**src/rtl/bus_arbiter_rr_pkg.sv**
```systemverilog
// Shared widths and FSM encoding for the round-robin bus arbiter.
package bus_arbiter_rr_pkg;

    localparam int XLEN = 32;
    localparam int OP_W = 7;
    localparam int BE_W = XLEN / 8;

    typedef enum logic {
        ARB_IDLE  = 1'b0,
        ARB_GRANT = 1'b1
    } arb_state_e;

endpackage

```
**src/rtl/bus_arbiter_rr_priority_enc.sv**
```systemverilog
// Round-robin priority encoder: lowest-numbered request above `last`,
// otherwise (wrap-around) lowest-numbered request overall.
module rr_priority_enc #(
    parameter int N_PORTS = 2,
    parameter int ID_W    = 1
) (
    input  logic [N_PORTS-1:0] req,
    input  logic [ID_W-1:0]    last,
    output logic [ID_W-1:0]    pick,
    output logic               any
);

    logic [ID_W-1:0] hi_pick;
    logic            hi_any;
    logic [ID_W-1:0] lo_pick;

    // Scan downwards so the lowest qualifying index is the one left standing.
    always_comb begin
        // NOTE: every combinational output gets a default before any branch so no latch is inferred.
        hi_pick = '0;
        hi_any  = 1'b0;
        lo_pick = '0;
        any     = 1'b0;
        for (int j = N_PORTS - 1; j >= 0; j--) begin
            if (req[j] && (ID_W'(j) > last)) begin
                hi_pick = ID_W'(j);
                hi_any  = 1'b1;
            end
            if (req[j]) begin
                lo_pick = ID_W'(j);
                any     = 1'b1;
            end
        end
        pick = hi_any ? hi_pick : lo_pick;
    end

endmodule

```
**src/rtl/bus_arbiter_rr.sv**
```systemverilog
// N-port round-robin arbiter serialising single-beat bus transactions onto
// one memory_controller port, with ack/read-data routed back to the owner.
module bus_arbiter_rr
    import bus_arbiter_rr_pkg::*;
#(
    parameter int N_PORTS = 2,
    parameter int ID_W    = 1
) (
    input  logic                      i_clk,
    input  logic                      i_rst,
    input  logic [N_PORTS-1:0]        i_bus_en,
    input  logic [N_PORTS-1:0]        i_wr_en,
    input  logic [N_PORTS*XLEN-1:0]   i_wr_data,
    input  logic [N_PORTS*XLEN-1:0]   i_addr,
    input  logic [N_PORTS*BE_W-1:0]   i_byte_en,
    input  logic [N_PORTS-1:0]        i_atomic,
    input  logic [N_PORTS*OP_W-1:0]   i_operation,
    output logic [N_PORTS-1:0]        o_ack,
    output logic [N_PORTS*XLEN-1:0]   o_rd_data,
    input  logic                      i_ack,
    input  logic [XLEN-1:0]           i_rd_data,
    output logic [ID_W-1:0]           o_id,
    output logic                      o_bus_en,
    output logic                      o_wr_en,
    output logic [XLEN-1:0]           o_wr_data,
    output logic [XLEN-1:0]           o_addr,
    output logic [BE_W-1:0]           o_byte_en,
    output logic                      o_atomic,
    output logic [OP_W-1:0]           o_operation
);

    arb_state_e        state_q, state_d;
    logic [ID_W-1:0]   owner_q, owner_d;
    logic [ID_W-1:0]   last_q, last_d;
    logic [ID_W-1:0]   pick;
    logic              any_req;
    logic              grant;
    logic [N_PORTS-1:0] sel;

    rr_priority_enc #(
        .N_PORTS (N_PORTS),
        .ID_W    (ID_W)
    ) u_prio (
        .req  (i_bus_en),
        .last (last_q),
        .pick (pick),
        .any  (any_req)
    );

    // State, owner and round-robin pointer; last starts at N_PORTS-1 so port 0 wins first.
    always_ff @(posedge i_clk or posedge i_rst) begin
        if (i_rst) begin
            state_q <= ARB_IDLE;
            owner_q <= '0;
            last_q  <= ID_W'(N_PORTS - 1);
        end else begin
            // NOTE: sequential state uses non-blocking assignments so all flops update together.
            state_q <= state_d;
            owner_q <= owner_d;
            last_q  <= last_d;
        end
    end

    // Next-state: grant from IDLE, release on ack (advancing last) or on owner abort (last kept).
    always_comb begin
        state_d = state_q;
        owner_d = owner_q;
        last_d  = last_q;
        case (state_q)
            ARB_IDLE: begin
                if (any_req) begin
                    state_d = ARB_GRANT;
                    owner_d = pick;
                end
            end
            ARB_GRANT: begin
                if (i_ack) begin
                    last_d  = owner_q;
                    state_d = ARB_IDLE;
                end else if (!i_bus_en[owner_q]) begin
                    state_d = ARB_IDLE;
                end
            end
            default: state_d = ARB_IDLE;
        endcase
    end

    // Reset forces IDLE asynchronously, so every output below drops with i_rst.
    assign grant    = (state_q == ARB_GRANT);
    assign o_bus_en = grant;
    assign o_id     = grant ? owner_q : '0;

    // Per-port select and return path: only the owner sees ack and read data.
    for (genvar k = 0; k < N_PORTS; k++) begin : g_port
        assign sel[k]                       = grant && (owner_q == ID_W'(k));
        assign o_ack[k]                     = sel[k] & i_ack;
        assign o_rd_data[k*XLEN +: XLEN]    = sel[k] ? i_rd_data : '0;
    end

    // Request mux: forward the owner's fields, zero when nothing is granted.
    always_comb begin
        o_wr_en     = 1'b0;
        o_wr_data   = '0;
        o_addr      = '0;
        o_byte_en   = '0;
        o_atomic    = 1'b0;
        o_operation = '0;
        for (int k = 0; k < N_PORTS; k++) begin
            if (sel[k]) begin
                o_wr_en     = i_wr_en[k];
                o_wr_data   = i_wr_data[k*XLEN +: XLEN];
                o_addr      = i_addr[k*XLEN +: XLEN];
                o_byte_en   = i_byte_en[k*BE_W +: BE_W];
                o_atomic    = i_atomic[k];
                o_operation = i_operation[k*OP_W +: OP_W];
            end
        end
    end

endmodule
```
**config.mk**
```make
export PLATFORM = sky130hd
export DESIGN_NAME = bus_arbiter_rr
export DESIGN_NICKNAME = d
export VERILOG_FILES = /design/src/rtl/bus_arbiter_rr_pkg.sv /design/src/rtl/bus_arbiter_rr_priority_enc.sv /design/src/rtl/bus_arbiter_rr.sv
export SDC_FILE = /design/constraint.sdc
export NUM_CORES = 1
export LEC_CHECK = 0
export CORE_AREA = 2 2 129 131
export CTS_CLUSTER_DIAMETER = 150
export DETAILED_ROUTE_END_ITERATION = 10
export DIE_AREA = 0 0 131 133
export GPL_ROUTABILITY_DRIVEN = 0
export PLACE_DENSITY = 0.59
export SLEW_MARGIN = 20
export SYNTH_ARGS = -nofsm -noshare
export SYNTH_HDL_FRONTEND = slang
export SYNTH_HIERARCHICAL = 1
export SYNTH_SLANG_ARGS = --single-unit
```
**constraint.sdc**
```tcl
create_clock -name i_clk -period 4.2 [get_ports i_clk]
set_input_delay 1.26 -clock i_clk [delete_from_list [all_inputs] [get_ports i_clk]]
set_output_delay 1.26 -clock i_clk [all_outputs]
set_load 0.005 [all_outputs]
```
==> key figures <==
Status
  – Status: complete, no violations

Run
  – Max_cap viols: 0

STA
  – Crit path time final: 3.80 ns
  – Setup total negative slack: 0 ns
  – Final slew viol count: 0
  – Fmax achieved: 0.263 GHz
  – Final setup vio count: 0
  – Fin crit share: 0.904
  – Slew @ Worst Pin: 0.511 ns
  – Worst Hold Margin: 0.546 ns
  – Relative slew margins: 0.659
  – Hold Vio Cnt, Final: 0
  – RSZ-0062 raised after global routing: no
  – Layout Skew: 0.00343 ns

Setup path
  – Crit path DAT: 2.54 ns
  – CP Max Fanout: 1
  – Crit path capture type: primary output
  – Critical Path Max Stage Delay: 0.54 ns
  – WP buf/inv: 2
  – R2r startpoint: o_bus_en$_DFF_PP0_
  – R2r setup slk: 2.81 ns
  – WP depth: 4
  – Critical Path Slowest Stage Cell: clkdlybuf4s50_1
  – Startpoint types: primary input
  – Worst r2r dst: owner_q$_DFFE_PP0P_
  – R2R cell count: 3
  – CP Cell Sequence: clkdlybuf4s50_1 -> mux2i_1 -> nor2b_1 -> clkdlybuf4s50_1
  – Data required, critical path: 2.94 ns
  – CP top delay family: buffers and inverters
  – Crit path kind: primary input to primary output
  – CP most frequent cell: clkdlybuf4s50_1

Floorplan
  – Chip height: 133 um
  – Die area: 0.0174 mm^2
  – Io pins: 336
  – Die width: 131 um
  – Core Box Area: 0.0162 mm^2
  – Row count: 47
  – Initial Utilization: 0.123

Logic synthesis
  – Synth Area per Inst: 7.56 um^2
  – Top post-synthesis cells by area: mux2i_1, nor2b_1, and2_1, and3_1, buf_6
  – Area share of the largest cell type after synthesis: 0.388
  – Ys flop type: dfrtp_1
  – Seq/Total Area, Yosys: 0.0384
  – Synthesis-stage register bit count: 3
  – Mapped cell area: 0.00199 mm^2
  – Ys async rst share: 1.00
  – Cells after Synth: 263
  – Synth warnings: 6
  – Count leader, synth: nor2b_1
  – Synth cell types: 19
  – Area leader, netlist: mux2i_1
  – Total nets after synthesis: 454
  – Most frequent cells after synthesis: nor2b_1, mux2i_1, and2_1
  – Number of synthesized flops with an enable pin: 0

Detailed routing
  – Final WL: 11700 um
  – Routed len/inst: 14.7 um
  – Vias/cell: 3.85
  – DRT iter0 DRCs: 63
  – DRT Pass-1 Iters: 4
  – Final ANT Viol Nets: 0
  – Remaining DRCs: 0
  – Vias: 3078

Placed design
  – Detailed Place HPWL: 9960 um
  – Placed Area: 0.00551 mm^2
  – Buffers on Ports: 335

Worst hold path
  – Hold endpoint: last_q$_DFFE_PP1P_
  – Hold Path Class: register to register
  – Worst Hold Depth: 1
  – Hold Startpoint: last_q$_DFFE_PP1P_

GRT
  – Tot GR Track Use: 0.119
  – Largest net degree at the start of global routing: 64
  – Vias in the first global route: 3013
  – Grt ovf: 0
  – First-pass GRT wire length: 16100 um
  – Initial antenna violation count: 2

CTS
  – CTS sink count: 3
  – CTS root buf: clkbuf_16
  – Setup repair bufs after CTS: 0
  – Post-CTS Hold Fix Bufs: 0
  – Post-CTS sizing: 0
  – CTS tree: built
  – Reg clk slew, reported paths: 0.03 ns
  – Clock buffer depth: 2
  – CTS Buf Count: 3
  – CTS H-tree depth: 1
  – Clock Latency Late Sink: 0.22 ns

Power
  – Pleak: 2.26 nW
  – Pwr Total: 2.23 mW
  – PwrDens: 399 mW/mm^2
  – VDD IR-drop max: 0.360 mV

Finish
  – Area grow syn2layout: 181%
  – Diodes inserted: 0
  – Fin util: 0.346
  – Post-route cell area: 0.00559 mm^2
  – Layout Nets: 771
  – Layout cells sized above 1: 0.0225
-- worst max path at each step --
stage                        startpoint           end  slack (ns)
after floorplan              i_addr[32]     o_addr[0]        1.50
after global placement    i_wr_data[38]  o_wr_data[6]        0.38
after detailed placement  i_wr_data[38]  o_wr_data[6]        0.39
after CTS                 i_wr_data[38]  o_wr_data[6]        0.38
after global routing      i_wr_data[38]  o_wr_data[6]        0.35
final                        i_addr[12]    o_addr[12]        0.40
-- cells in the final DEF (no fill, tap or decap) --
| cell | netlist | layout |
|---|---|---|
| and3_1 | 33 | 33 |
| and2_1 | 34 | 34 |
| dfstp_2 | 1 | 1 |
| nor2b_1 | 78 | 78 |
| buf_4 | 1 | 4 |
| nand2_1 | 1 | 1 |
| clkdlybuf4s50_1 | 0 | 335 |
| clkbuf_1 | 17 | 1 |
| mux2_2 | 1 | 1 |
| dfrtp_2 | 0 | 1 |
| mux2_4 | 1 | 1 |
| and2b_1 | 1 | 1 |
| dfrtp_4 | 0 | 1 |
| clkbuf_16 | 0 | 3 |
| or2_1 | 1 | 1 |
| mux2i_1 | 77 | 77 |
| inv_1 | 2 | 2 |
| a31o_1 | 1 | 1 |
| a21o_1 | 1 | 1 |
| buf_12 | 0 | 1 |
| a21boi_0 | 1 | 1 |
-- flip-flops by register name, indices dropped and copies added, names as in the netlist --
signal / flops
o_bus_en: 1
owner_q: 1
last_q: 1
-- cells by family (layout without fill, tap and decap cells) --
| logic type | count (synthesis) | after routing | share of synthesized area |
|---|---|---|---|
| AO/OA/AOI/OAI | 3 | 3 | 0.0120 |
| buffers and inverters | 30 | 346 | 0.0837 |
| flip-flops | 3 | 3 | 0.0384 |
| multiplexers | 79 | 79 | 0.401 |
| AND/OR/NAND/NOR | 148 | 148 | 0.465 |
-- cell type report --
class	count	area, um^2
multi-input cells	230	1750
repair buffers	340	3400
flip-flops and latches	3	81.3
fillers	1652	10600
well taps	220	275
clock buffers	4	78.8
inverters	2	7.51
-- through the flow --
| step | setup slack, ns | std cells |
|---|---|---|
| 2_1_floorplan | 1.50 | 263 |
| 3_3_place_gp | 0.377 | 795 |
| 3_5_place_dp | 0.387 | 795 |
| 4_1_cts | 0.378 | 799 |
| 5_1_grt | 0.353 | 799 |
| 6_report | 0.405 | 799 |
-- power by group --
part           internal [mW]  switching [mW]
clock                  0.125          0.0258
sequential            0.0486          0.0611
combinational           1.25           0.719
total                   1.42           0.806
-- routing by layer --
layer,up-vias,global-route usage,share of wire,wire [um]
met4,4,0.0296,0.012,139
met1,1375,0.122,0.36,4210
met2,173,0.229,0.51,6020
met5,-,0,0.0023,27
li1,1514,-,-,-
met3,12,0.0368,0.11,1350
-- worst register-to-register path, delay by kind of cell, from the launching register on --
family	cells	cell delay, ns
multiplexers	1	0.35
flip-flops	1	0.40
AND/OR/NAND/NOR	1	0.23
buffers and inverters	1	0.28
Note: power is estimated with default switching activity, not from simulation.
